## src/rtl/regfile_sequencer_if.sv

```systemverilog
// regfile_sequencer_if: command handshake, register-file bus and status signals of the sequencer.
interface regfile_sequencer_if #(parameter int DATA_W = 8, parameter int ADDR_W = 3);
    logic              cmd_valid;
    logic              cmd_ready;
    logic [2:0]        cmd_op;
    logic [ADDR_W-1:0] cmd_rd;
    logic [ADDR_W-1:0] cmd_rs;
    logic [ADDR_W-1:0] cmd_rt;
    logic [DATA_W-1:0] cmd_imm;
    logic [ADDR_W-1:0] rf_read1;
    logic [ADDR_W-1:0] rf_read2;
    logic [DATA_W-1:0] rf_data1;
    logic [DATA_W-1:0] rf_data2;
    logic [ADDR_W-1:0] rf_write_reg;
    logic [DATA_W-1:0] rf_write_data;
    logic              rf_reg_write;
    logic [DATA_W-1:0] result;
    logic              carry;
    logic              zero;
    logic              done;
    modport master (
        input  cmd_valid, cmd_op, cmd_rd, cmd_rs, cmd_rt, cmd_imm, rf_data1, rf_data2,
        output cmd_ready, rf_read1, rf_read2, rf_write_reg, rf_write_data, rf_reg_write,
               result, carry, zero, done
    );
    modport slave (
        output cmd_valid, cmd_op, cmd_rd, cmd_rs, cmd_rt, cmd_imm, rf_data1, rf_data2,
        input  cmd_ready, rf_read1, rf_read2, rf_write_reg, rf_write_data, rf_reg_write,
               result, carry, zero, done
    );
endinterface

```

## src/rtl/regfile_sequencer.sv

```systemverilog
// regfile_sequencer: four-cycle read/execute/write-back engine driving an 8x8 register file.
module regfile_sequencer #(parameter int DATA_W = 8, parameter int ADDR_W = 3) (
    input  logic                clock,
    input  logic                reset_n,
    regfile_sequencer_if.master bus
);
    typedef enum logic [1:0] {IDLE, READ, EXEC, WRITE} state_t;
    localparam logic [2:0] OP_ADD = 3'd0, OP_SUB = 3'd1, OP_AND = 3'd2, OP_OR = 3'd3, OP_LDI = 3'd4;
    state_t            state_q, state_d;
    logic [2:0]        op_q, op_d;
    logic [ADDR_W-1:0] rd_q, rd_d, read1_q, read1_d, read2_q, read2_d, wreg_q, wreg_d;
    logic [DATA_W-1:0] imm_q, imm_d, a_q, a_d, b_q, b_d, wdata_q, wdata_d, result_q, result_d, alu_res;
    logic              we_q, we_d, carry_q, carry_d, zero_q, zero_d, done_q, done_d, alu_c, nop;
    logic [DATA_W:0]   sum, diff;

    assign sum     = {1'b0, a_q} + {1'b0, b_q};
    assign diff    = {1'b0, a_q} - {1'b0, b_q};
    assign nop     = op_q[2] & op_q[1];
    // MOV falls through to A; NOP never reaches the result registers
    assign alu_res = (op_q == OP_ADD) ? sum[DATA_W-1:0] :
                     (op_q == OP_SUB) ? diff[DATA_W-1:0] :
                     (op_q == OP_AND) ? (a_q & b_q) :
                     (op_q == OP_OR)  ? (a_q | b_q) :
                     (op_q == OP_LDI) ? imm_q : a_q;
    assign alu_c   = (op_q == OP_ADD) ? sum[DATA_W] : (op_q == OP_SUB) ? diff[DATA_W] : 1'b0;

    always_ff @(posedge clock or negedge reset_n) begin
        if (!reset_n) begin
            state_q  <= IDLE;
            op_q     <= '0;
            rd_q     <= '0;
            imm_q    <= '0;
            a_q      <= '0;
            b_q      <= '0;
            read1_q  <= '0;
            read2_q  <= '0;
            wreg_q   <= '0;
            wdata_q  <= '0;
            we_q     <= 1'b0;
            result_q <= '0;
            carry_q  <= 1'b0;
            zero_q   <= 1'b0;
            done_q   <= 1'b0;
        end else begin
            state_q  <= state_d;
            op_q     <= op_d;
            rd_q     <= rd_d;
            imm_q    <= imm_d;
            a_q      <= a_d;
            b_q      <= b_d;
            read1_q  <= read1_d;
            read2_q  <= read2_d;
            wreg_q   <= wreg_d;
            wdata_q  <= wdata_d;
            we_q     <= we_d;
            result_q <= result_d;
            carry_q  <= carry_d;
            zero_q   <= zero_d;
            done_q   <= done_d;
        end
    end

    always_comb begin
        state_d  = state_q;
        op_d     = op_q;
        rd_d     = rd_q;
        imm_d    = imm_q;
        a_d      = a_q;
        b_d      = b_q;
        read1_d  = read1_q;
        read2_d  = read2_q;
        wreg_d   = wreg_q;
        wdata_d  = wdata_q;
        we_d     = we_q;
        result_d = result_q;
        carry_d  = carry_q;
        zero_d   = zero_q;
        done_d   = 1'b0;
        unique case (state_q)
            IDLE: if (bus.cmd_valid) begin
                op_d    = bus.cmd_op;
                rd_d    = bus.cmd_rd;
                imm_d   = bus.cmd_imm;
                read1_d = bus.cmd_rs;
                read2_d = bus.cmd_rt;
                state_d = READ;
            end
            READ: begin
                a_d     = bus.rf_data1;
                b_d     = bus.rf_data2;
                state_d = EXEC;
            end
            EXEC: begin
                result_d = nop ? result_q : alu_res;
                carry_d  = nop ? carry_q : alu_c;
                zero_d   = nop ? zero_q : (alu_res == '0);
                wreg_d   = rd_q;
                wdata_d  = result_d;
                we_d     = !nop && (rd_q != '0);
                state_d  = WRITE;
            end
            WRITE: begin
                we_d    = 1'b0;
                done_d  = 1'b1;
                state_d = IDLE;
            end
        endcase
    end

    assign bus.cmd_ready     = (state_q == IDLE);
    assign bus.rf_read1      = read1_q;
    assign bus.rf_read2      = read2_q;
    assign bus.rf_write_reg  = wreg_q;
    assign bus.rf_write_data = wdata_q;
    assign bus.rf_reg_write  = we_q;
    assign bus.result        = result_q;
    assign bus.carry         = carry_q;
    assign bus.zero          = zero_q;
    assign bus.done          = done_q;
endmodule

```

## src/flat_wrapper.sv

```systemverilog
// flat-port wrapper written by rule: the top's interface ports become plain ports
module regfile_sequencer_flat 
#(parameter int DATA_W = 8, parameter int ADDR_W = 3)
  (clock, reset_n, bus_cmd_valid, bus_cmd_op, bus_cmd_rd, bus_cmd_rs, bus_cmd_rt, bus_cmd_imm, bus_rf_data1, bus_rf_data2, bus_cmd_ready, bus_rf_read1, bus_rf_read2, bus_rf_write_reg, bus_rf_write_data, bus_rf_reg_write, bus_result, bus_carry, bus_zero, bus_done);
  regfile_sequencer_if #(.DATA_W(DATA_W), .ADDR_W(ADDR_W)) bus_i ();
  input  logic clock;
  input  logic reset_n;
  input wire logic [$bits(bus_i.cmd_valid)-1:0] bus_cmd_valid;
  input wire logic [$bits(bus_i.cmd_op)-1:0] bus_cmd_op;
  input wire logic [$bits(bus_i.cmd_rd)-1:0] bus_cmd_rd;
  input wire logic [$bits(bus_i.cmd_rs)-1:0] bus_cmd_rs;
  input wire logic [$bits(bus_i.cmd_rt)-1:0] bus_cmd_rt;
  input wire logic [$bits(bus_i.cmd_imm)-1:0] bus_cmd_imm;
  input wire logic [$bits(bus_i.rf_data1)-1:0] bus_rf_data1;
  input wire logic [$bits(bus_i.rf_data2)-1:0] bus_rf_data2;
  output wire logic [$bits(bus_i.cmd_ready)-1:0] bus_cmd_ready;
  output wire logic [$bits(bus_i.rf_read1)-1:0] bus_rf_read1;
  output wire logic [$bits(bus_i.rf_read2)-1:0] bus_rf_read2;
  output wire logic [$bits(bus_i.rf_write_reg)-1:0] bus_rf_write_reg;
  output wire logic [$bits(bus_i.rf_write_data)-1:0] bus_rf_write_data;
  output wire logic [$bits(bus_i.rf_reg_write)-1:0] bus_rf_reg_write;
  output wire logic [$bits(bus_i.result)-1:0] bus_result;
  output wire logic [$bits(bus_i.carry)-1:0] bus_carry;
  output wire logic [$bits(bus_i.zero)-1:0] bus_zero;
  output wire logic [$bits(bus_i.done)-1:0] bus_done;
  assign bus_i.cmd_valid = bus_cmd_valid;
  assign bus_i.cmd_op = bus_cmd_op;
  assign bus_i.cmd_rd = bus_cmd_rd;
  assign bus_i.cmd_rs = bus_cmd_rs;
  assign bus_i.cmd_rt = bus_cmd_rt;
  assign bus_i.cmd_imm = bus_cmd_imm;
  assign bus_i.rf_data1 = bus_rf_data1;
  assign bus_i.rf_data2 = bus_rf_data2;
  assign bus_cmd_ready = bus_i.cmd_ready;
  assign bus_rf_read1 = bus_i.rf_read1;
  assign bus_rf_read2 = bus_i.rf_read2;
  assign bus_rf_write_reg = bus_i.rf_write_reg;
  assign bus_rf_write_data = bus_i.rf_write_data;
  assign bus_rf_reg_write = bus_i.rf_reg_write;
  assign bus_result = bus_i.result;
  assign bus_carry = bus_i.carry;
  assign bus_zero = bus_i.zero;
  assign bus_done = bus_i.done;
  regfile_sequencer #(.DATA_W(DATA_W), .ADDR_W(ADDR_W)) u_core (.clock(clock), .reset_n(reset_n), .bus(bus_i));
endmodule
```

## config.mk

```make
export PLATFORM = sky130hd
export DESIGN_NAME = regfile_sequencer_flat
export DESIGN_NICKNAME = d
export VERILOG_FILES = /design/src/rtl/regfile_sequencer_if.sv /design/src/rtl/regfile_sequencer.sv /design/src/flat_wrapper.sv
export SDC_FILE = /design/constraint.sdc
export NUM_CORES = 1
export LEC_CHECK = 0
export CAP_MARGIN = 20
export CELL_PAD_IN_SITES_DETAIL_PLACEMENT = 0
export CELL_PAD_IN_SITES_GLOBAL_PLACEMENT = 1
export CORE_MARGIN = 1
export CORE_UTILIZATION = 40
export DETAILED_ROUTE_END_ITERATION = 6
export GPL_TIMING_DRIVEN = 0
export MAX_ROUTING_LAYER = met4
export PLACE_DENSITY = 0.87
export SYNTH_ARGS = -nofsm -noshare
export SYNTH_HDL_FRONTEND = slang
export SYNTH_SLANG_ARGS = --single-unit
```

## constraint.sdc

```tcl
create_clock -name clock -period 3.6 [get_ports clock]
set_input_delay 0.72 -clock clock [delete_from_list [all_inputs] [get_ports clock]]
set_output_delay 0.72 -clock clock [all_outputs]
set_load 0.01 [all_outputs]
```

==> impl_metrics.yaml, run 1 <==
pwr:
  ir_worst_vdd_uv: 347
  p_int_mw: 2.35
  power_leakage_nw: 1.84
  clkPwrFrac_pct: 8.1
  p_seq_share_pct: 26.4
  p_per_area_nw_per_um2: 999
  p_sw_mw: 1.88
  p_comb_share_pct: 65.6
  power.total_mw: 4.23
  p_sw_share_pct: 44.5
route:
  avgRoutedWirePerCell_um: 16.1
  drt_iter0_markers: 144
  viasPerCell: 5.21
  drc: 0
  num_vias: 2677
  firstDrtPassIters: 4
  drtAntennaViolNets: 0
  routed_wl_mm: 8.25
cts:
  clk_pin_slew_ns: 0.10
  holdBufCountCts: 0
  cts_resized: 0
  clock_latency_ns: 0.31
  clkSinkCount: 53
  cts_buffer_depth: 2
  cts_setup_buffers: 0
  cts_root_buf: "clkbuf_8"
  numCtsBuffers: 5
  cts_tree: "yes"
  ctsHtreeMaxLevel: 2
sta:
  tns_ns: 0
  slew_headroom_pct: 55.3
  worst_pin_slew_ns: 0.670
  period_needed_ns: 2.81
  slew_violations: 0
  fin_crit_sh_pct: 78.0
  whs_ns: 0.394
  max_freq_mhz: 356
  rsz0062_at_grt: "no"
  fin_worst_skew_ns: 0.00753
  finalHoldViolations: 0
  final-setup-viol-count: 0
worst_setup_path:
  arrival_ns: 3.06
  crit_type: "register to register"
  critical-path-top-delay-family: "compound AO/OA/AOI/OAI gates"
  end_kind: "register"
  crit_chain: "inv_1, ha_1, or2_1, a211oi_1, o21ai_0, o31a_1, o31ai_1, mux2_2"
  crit_fanout: 4
  crit_slowest_cell: "a211oi_1"
  critPathMaxStageDelay_ns: 0.48
  crit_required_ns: 3.85
  start_kind: "register"
  worstPathBufferInverterCount: 1
floorplanning:
  core.rowCount: 32
  die_x_um: 93.2
  io_pins: 69
  start_util_pct: 42.2
  die_area_um2: 8690
  core_area_um2: 7890
  die_h_um: 93.2
placement:
  gp_congestion: 0.944
  port_buffers: 68
  hpwl_mm: 6.43
global_routing:
  track_usage_pct: 21.0
  overflow: 0
  grt_pass1_vias: 2594
  antenna_found_initial: 0
  grt_pass1_wl_mm: 13.5
  grt_max_degree: 30
logic_synthesis:
  synthArstFlopShare_pct: 100
  ys_seq_elements: 53
  ys_warn_count: 0
  synth.cell_area_um2: 3330
  syn_area_per_cell_um2: 9.93
  yosysSeqAreaShare_pct: 39.8
  synth_edf_count: 0
  yosysUniqueCellTypes: 58
  synth-main-ff-cell: "dfrtp_1"
  syn-num-nets: 404
  syn_inst: 335
layout:
  diodes: 0
  final_cell_mix: "67 x clkdlybuf4s50_1, 53 x dfrtp_1, 36 x nand2_1"
  mostFrequentLayoutCell: "clkdlybuf4s50_1"
  layout.nets: 480
  drive_gt1_share_pct: 15.5
  area.growth.synth_to_final_pct: 27.4
  fillers: 743
hold_path:
  hold_class: "input port to asynchronous set/reset pin"
status:
  status: "completed"
flow_run:
  max-cap-violations: 0
through the flow:
| step | worst slack (ns) | utilization [%] | area, um2 | cells |
|---|---|---|---|---|
| 4_1_cts | 0.840 | 53.7 | 4240 | 514 |
| 3_5_place_dp | 0.873 | 52.6 | 4150 | 506 |
| 3_3_place_gp | 0.215 | 52.4 | 4140 | 505 |
| 6_report | 0.792 | 53.7 | 4240 | 514 |
| 2_1_floorplan | 1.11 | - | 3330 | 335 |
| 5_1_grt | 0.681 | 53.7 | 4240 | 514 |
final timing paths:
path | slack, ns | endpoint | from | depth (start not counted)
hold reg to reg | 0.50 | u_core.bus.zero | u_core.bus.zero | 2
max in group asynchronous | 2.64 | u_core.a_q[6] | reset_n | 2
setup reg to reg | 0.79 | u_core.bus.rf_write_data[7] | u_core.b_q[1] | 8
setup / recovery | 0.79 | u_core.bus.rf_write_data[7] | u_core.b_q[1] | 8
hold / removal | 0.39 | u_core.a_q[2] | reset_n | 1
min in group clock | 0.50 | u_core.bus.zero | u_core.bus.zero | 2
layout make-up:
| class | instances | area (um2) | share of cell area, % |
|---|---|---|---|
| plain buffers | 25 | 150 | 3.54 |
| inverters | 24 | 90.1 | 2.13 |
| flip-flops and latches | 53 | 1330 | 31.3 |
| clock inverters | 2 | 15.0 | 0.354 |
| clock buffers | 6 | 72.6 | 1.71 |
| well taps | 102 | 128 | 3.01 |
| multi-input cells | 233 | 1760 | 41.6 |
| repair buffers | 69 | 696 | 16.4 |
synthesized netlist by cell type (all sizes together), types with 2 or more instances:
cell type	n	area share [%]
o31ai	4	0.90
mux2i	4	1.2
nand2	36	4.1
nand3	5	0.75
a32oi	2	0.53
ha	28	11
clkbuf	9	1.0
or2	2	0.38
nor2	13	1.5
nor3	4	0.75
inv	24	2.7
fa	2	1.2
o21a	4	0.90
a21o	4	0.90
o211ai	5	1.1
a31oi	2	0.38
o21ba	2	0.60
nor2b	4	0.75
or3	2	0.38
dfrtp	53	40
xnor2	2	0.53
a211oi	3	0.68
nor3b	4	0.90
o22ai	2	0.38
a21oi	16	2.7
mux2	30	10
buf	16	3.5
o21ai	31	4.7
o31a	2	0.53
worst reg2reg max path, delay by kind of cell (launching register included):
kind	cells	cell delay, ns
adders and majority gates	1	0.31
buffers and inverters	1	0.11
muxes	1	0.22
AOI/OAI and AO/OA	4	1.40
DFF	1	0.45
and+or+nand+nor	1	0.25
layer usage:
layer	routed length, um	GRT usage, %	vias to the layer above	share of wire, %
li1	-	-	1322	-
met1	3990	28.5	1288	48
met2	3930	33.8	63	48
met3	260	2.44	4	3.2
met4	65	4.74	0	0.79
met5	0	-	-	0
power groups by stage:
stage | Combinational, mW | Clock (mW) | Sequential, mW
floorplan | 1.83 | 0 | 1.13
global placement | 2.72 | 0 | 1.11
detailed placement | 2.75 | 0 | 1.14
CTS | 2.77 | 0.356 | 1.12
global route | 3.06 | 0.376 | 1.16
finish | 2.78 | 0.341 | 1.12
cells by family (layout without fill, tap and decap cells):
logic type | count (synthesis) | count (layout) | synth area share, %
compound gates | 91 | 91 | 18.4
simple gates | 75 | 75 | 10.7
flops | 53 | 53 | 39.8
buf+inv | 49 | 126 | 7.22
mux | 34 | 34 | 11.4
fa+ha+maj | 30 | 30 | 11.7
xor+xnor | 3 | 3 | 0.790
No activity file was read; power rests on OpenSTA's default activity.
==> run 2, diff against run 1 <==
Settings changed: CORE_UTILIZATION 40 to 36, PLACE_DENSITY 0.87 to 0.83.
Clock period 3.6 ns to 2.5 ns, I/O delays scaled along.
==> impl_metrics.yaml, run 2 (synthesis results as in run 1) <==
status:
  status: "finished with violations"
  violations: "design-rule violations, negative setup slack"
worst_setup_path:
  crit_chain: "inv_2, ha_4, fa_2, nor3_4, nor3_2, xor2_1, o221a_1, or4_4, o41ai_2"
  rr_startpoint: "u_core.a_q[0]"
  crit_required_ns: 2.71
  end_kind: "register"
  crit_fanout: 3
  start_kind: "register"
  r2r_slack_ns: -0.04
  critPathLaunch: "u_core.a_q[0]"
  rr_endpoint: "u_core.bus.zero"
  critPathMaxStageDelay_ns: 0.53
  crit_slowest_cell: "or4_4"
  crit_end: "u_core.bus.zero"
  crit_type: "register to register"
  arrival_ns: 2.75
  reg2regPathDepth: 9
layout:
  area.growth.synth_to_final_pct: 32.0
  layout.nets: 487
  drive_gt1_share_pct: 20.8
  diodes: 0
  multi_input_area_um2: 1820
  mostFrequentLayoutCell: "clkdlybuf4s50_1"
  final_cell_mix: "67 x clkdlybuf4s50_1, 49 x dfrtp_1, 36 x nand2_1"
  fillers: 867
  final_util_pct: 49.7
  final-seq-area_um2: 1330
route:
  firstDrtPassIters: 7
  num_vias: 2720
  drt_iter0_markers: 106
  routed_wl_mm: 8.63
  avgRoutedWirePerCell_um: 16.4
  drtAntennaViolNets: 0
  viasPerCell: 5.16
  drc: 1
sta:
  setup_ws_ns: -0.0388
  slew_headroom_pct: 54.0
  fin_worst_skew_ns: 0.00510
  fin_crit_sh_pct: 102
  worst_pin_slew_ns: 0.691
  finalHoldViolations: 0
  final-setup-viol-count: 1
  rsz0062_at_grt: "yes"
  max_freq_mhz: 394
  period_needed_ns: 2.54
  slew_violations: 0
floorplanning:
  die_area_um2: 9630
  start_util_pct: 37.6
  core_area_um2: 8850
  core.rowCount: 34
  die_h_um: 98.2
  io_pins: 69
  die_x_um: 98.2
flow_run:
  max-cap-violations: 0
placement:
  port_buffers: 68
  hpwl_mm: 6.67
  place_ws_ns: -0.297
  gp_congestion: 0.889
pwr:
  ir_worst_vdd_uv: 483
  p_seq_share_pct: 25.0
  p_per_area_nw_per_um2: 1480
  p_sw_mw: 2.85
  p_sw_share_pct: 43.7
  power_leakage_nw: 1.89
  clkPwrFrac_pct: 9.1
  p_comb_share_pct: 66.0
  p_int_mw: 3.67
global_routing:
  grt_util_met1_pct: 25.6
  grt_max_degree: 30
  use_met2_pct: 32.6
  globalRoute.busiestLayer: "met2"
  grt_pass1_vias: 2788
  antenna_found_initial: 0
  grt_pass1_wl_mm: 14.3
  met3_usage_pct: 2.15
  overflow: 0
  track_usage_pct: 19.3
cts:
  cts_root_buf: "clkbuf_8"
  clock_latency_ns: 0.30
  holdBufCountCts: 0
  numCtsBuffers: 5
  clk_pin_slew_ns: 0.10
  cts_buffer_depth: 2
  ctsHtreeMaxLevel: 2
  clkSinkCount: 53
  cts_tree: "yes"
hold_path:
  hold_class: "input port to asynchronous set/reset pin"
[run 2: changes by cell type in the layout (fill, tap and decap cells not counted), moves of 2 or more]
cell,previous run,this run
buf_4,8,16
fa_2,0,2
clkinvlp_4,2,0
a211oi_2,0,2
ha_4,0,2
a211oi_1,3,1
ha_1,28,25
dfrtp_2,0,4
dfrtp_1,53,49
fa_1,2,0
[run 2: cell type report]
cell class | instances | area share [%]
Multi-Input combinational cell | 233 | 41.5
Tap cell | 108 | 3.08
Buffer | 25 | 3.50
Sequential cell | 53 | 30.3
Inverter | 24 | 2.05
Timing Repair Buffer | 76 | 17.0
Clock buffer | 6 | 1.65
Clock inverter | 2 | 0.883
[run 2: power groups by stage]
stage | combinational (mW) | clock (mW) | sequential (mW)
6_report | 4.30 | 0.590 | 1.63
4_1_cts | 4.16 | 0.612 | 1.62
3_3_place_gp | 3.93 | 0 | 1.61
3_5_place_dp | 4.01 | 0 | 1.63
2_1_floorplan | 2.64 | 0 | 1.63
5_1_grt | 4.73 | 0.645 | 1.69
[run 2: stage by stage]
stage	hold slack (ns)	std cells	total power, mW	area, um2	TNS, ns
after floorplan	0.204	335	4.27	3330	0
after global placement	0.480	511	5.54	4140	-35.84
after detailed placement	0.478	512	5.64	4160	-0.592
after CTS	0.246	523	6.39	4330	-0.140
after global routing	0.276	527	7.07	4390	-0.130
final	0.225	527	6.52	4390	-0.0388
[run 2: timing repair]
item | 4_1_cts | 5_1_grt
gates cloned | 0 | 0
setup buffers | 3 | 4
endpoints found under the setup margin | 3 | 4
resized for setup | 10 | 13
pin swaps | 5 | 6
[run 2: worst min path at each step]
stage / start / endpoint / slack, ns / cells after the start
finish: reset_n / u_core.bus.done / 0.23 / 1
global placement: u_core.bus.zero / u_core.bus.zero / 0.48 / 2
global route: reset_n / u_core.rd_q[0] / 0.28 / 1
detailed placement: u_core.bus.carry / u_core.bus.carry / 0.48 / 2
CTS: reset_n / u_core.rd_q[0] / 0.25 / 1
floorplan: reset_n / u_core.a_q[0] / 0.20 / 0
[run 2: layer usage]
metal  up-vias  wire, um  share of wire (%)
li1       1331         -                  -
met1      1320      4070                 47
met2        65      4200                 49
met3         4       326                3.8
met4         0        37               0.43
met5         -         0                  0
[run 2: critical path: cells and delay by family, from the launching register on]
kind                       cells  cell delay, ns
adders and majority gates      2            0.54
buffers and inverters          1            0.07
and+or+nand+nor                3            0.77
AOI/OAI and AO/OA              2            0.51
DFF                            1            0.43
xor gates and xnor gates       1            0.14
==> run 3, diff against run 2 <==
Settings changed: CELL_PAD_IN_SITES_DETAIL_PLACEMENT 0 to 2, CELL_PAD_IN_SITES_GLOBAL_PLACEMENT 1 to 2, CORE_UTILIZATION 36 to 29, PLACE_DENSITY 0.83 to not set, PLACE_DENSITY_LB_ADDON set to 0.1.
==> impl_metrics.yaml, run 3 (synthesis results as in run 1) <==
worst_setup_path:
  crit_slowest_cell: "fa_2"
  r2r_slack_ns: -0.06
  end_kind: "register"
  crit_end: "u_core.bus.zero"
  reg2regPathDepth: 9
  crit_type: "register to register"
  crit_fanout: 3
  arrival_ns: 2.76
  rr_startpoint: "u_core.a_q[0]"
  critPathMaxStageDelay_ns: 0.52
  rr_endpoint: "u_core.bus.zero"
  start_kind: "register"
  critPathLaunch: "u_core.a_q[0]"
  crit_chain: "inv_2, ha_2, fa_2, a21oi_1, a222oi_1, buf_4, nand3_2, or4_4, o41ai_2"
  crit_required_ns: 2.70
pwr:
  p_sw_share_pct: 43.9
  power_leakage_nw: 1.92
  p_comb_share_pct: 64.5
  p_per_area_nw_per_um2: 1540
  p_sw_mw: 3.02
  p_seq_share_pct: 23.6
  clkPwrFrac_pct: 11.9
  p_int_mw: 3.86
  ir_worst_vdd_uv: 456
sta:
  max_freq_mhz: 391
  slew_violations: 0
  setup_ws_ns: -0.0577
  fin_worst_skew_ns: 0.00602
  period_needed_ns: 2.56
  worst_pin_slew_ns: 0.749
  slew_headroom_pct: 50.1
  whs_ns: 0.189
  finalHoldViolations: 0
  final-setup-viol-count: 1
  fin_crit_sh_pct: 102
  rsz0062_at_grt: "yes"
cts:
  clkSinkCount: 53
  ctsHtreeMaxLevel: 2
  clock_latency_ns: 0.30
  cts_tree: "yes"
  cts_root_buf: "clkbuf_16"
  clk_pin_slew_ns: 0.07
  numCtsBuffers: 5
  cts_buffer_depth: 2
layout:
  mostFrequentLayoutCell: "clkdlybuf4s50_1"
  area.growth.synth_to_final_pct: 34.0
  final_cell_mix: "67 x clkdlybuf4s50_1, 51 x dfrtp_1, 36 x nand2_1"
  final_util_pct: 40.4
  drive_gt1_share_pct: 20.3
  fillers: 1237
  layout.nets: 487
  instances_no_fill: 559
  design_area_um2: 4460
  diodes: 0
  multi_input_area_um2: 1800
  final-seq-area_um2: 1330
flow_run:
  max-cap-violations: 0
global_routing:
  grt_max_degree: 33
  track_usage_pct: 19.3
  grt_pass1_vias: 3125
  overflow: 0
  antenna_found_initial: 0
  grt_pass1_wl_mm: 16.6
route:
  firstDrtPassIters: 4
  drtAntennaViolNets: 0
  drt_iter0_markers: 125
  num_vias: 2827
  routed_wl_mm: 10.4
  viasPerCell: 5.06
  drc: 0
  avgRoutedWirePerCell_um: 18.5
placement:
  placedCellCount: 544
  place_area_um2: 4200
  hpwl_mm: 8.09
  place_ws_ns: -0.416
  port_buffers: 68
  gp_congestion: 0.857
floorplanning:
  io_pins: 69
  die_x_um: 109
  core.rowCount: 38
  die_area_um2: 11900
  core_area_um2: 11000
  start_util_pct: 30.2
  die_h_um: 109
status:
  status: "finished with violations"
  violations: "negative setup slack"
hold_path:
  hold_class: "input port to asynchronous set/reset pin"
## run 3: cell types whose count changed in the layout (fill, tap and decap cells not counted), moves of 2 or more
cell and delta:
clkbuf_16 +5, clkbuf_8 -5, dfrtp_1 +2, dfrtp_2 -2, ha_4 -2
## run 3: layer usage
| metal | part of all wire, % | vias to the layer above | wire length, um | track usage (%) |
|---|---|---|---|---|
| li1 | - | 1331 | - | - |
| met1 | 46 | 1442 | 4800 | 24.5 |
| met2 | 50 | 46 | 5140 | 32.0 |
| met3 | 2.9 | 8 | 303 | 2.69 |
| met4 | 1.0 | 0 | 108 | 5.21 |
| met5 | 0 | - | 0 | - |
## run 3: worst min-delay path by stage
stage,to,slack [ns],depth (start not counted)
4_1_cts,u_core.b_q[5],0.20,1
3_3_place_gp,u_core.bus.zero,0.47,2
5_1_grt,u_core.b_q[5],0.23,1
3_5_place_dp,u_core.bus.zero,0.48,2
2_1_floorplan,u_core.a_q[0],0.20,0
6_report,u_core.b_q[5],0.19,1
## run 3: timing repair
action / CTS / global route
cloned: 0 / 0
setup buffers: 6 / 1
hold buffers: 0 / 0
setup endpoints to repair: 3 / 5
resized for setup: 8 / 9
pin swaps: 5 / 0
## run 3: power groups by stage
stage	clock (mW)	sequential, mW	combinational (mW)
5_1_grt	0.876	1.69	4.87
3_5_place_dp	0	1.66	4.19
4_1_cts	0.858	1.64	4.40
2_1_floorplan	0	1.63	2.64
6_report	0.817	1.62	4.43
3_3_place_gp	0	1.62	4.05
## run 3: per-stage QoR
step | TNS (ns) | power (mW)
finish | -0.0577 | 6.87
global route | -0.246 | 7.43
CTS | -0.114 | 6.91
detailed placement | -0.715 | 5.85
global placement | -45.49 | 5.67
floorplan | 0 | 4.27
## run 3: final cells by class
| class | instances | share of cell area (%) |
|---|---|---|
| clock inverters | 2 | 0.870 |
| multi-input cells | 233 | 40.3 |
| inverters | 24 | 2.02 |
| plain buffers | 25 | 3.42 |
| clock buffers | 6 | 2.89 |
| well taps | 140 | 3.93 |
| repair buffers | 76 | 16.8 |
| flip-flops and latches | 53 | 29.8 |
## run 3: worst max-delay path, delay by kind of cell (launching register included)
family	cells	cell delay [ns]
buffers and inverters	2	0.24
adder cells (fa/ha/maj)	2	0.71
AO/OA/AOI/OAI	3	0.60
flip-flops	1	0.39
AND/OR/NAND/NOR	2	0.52
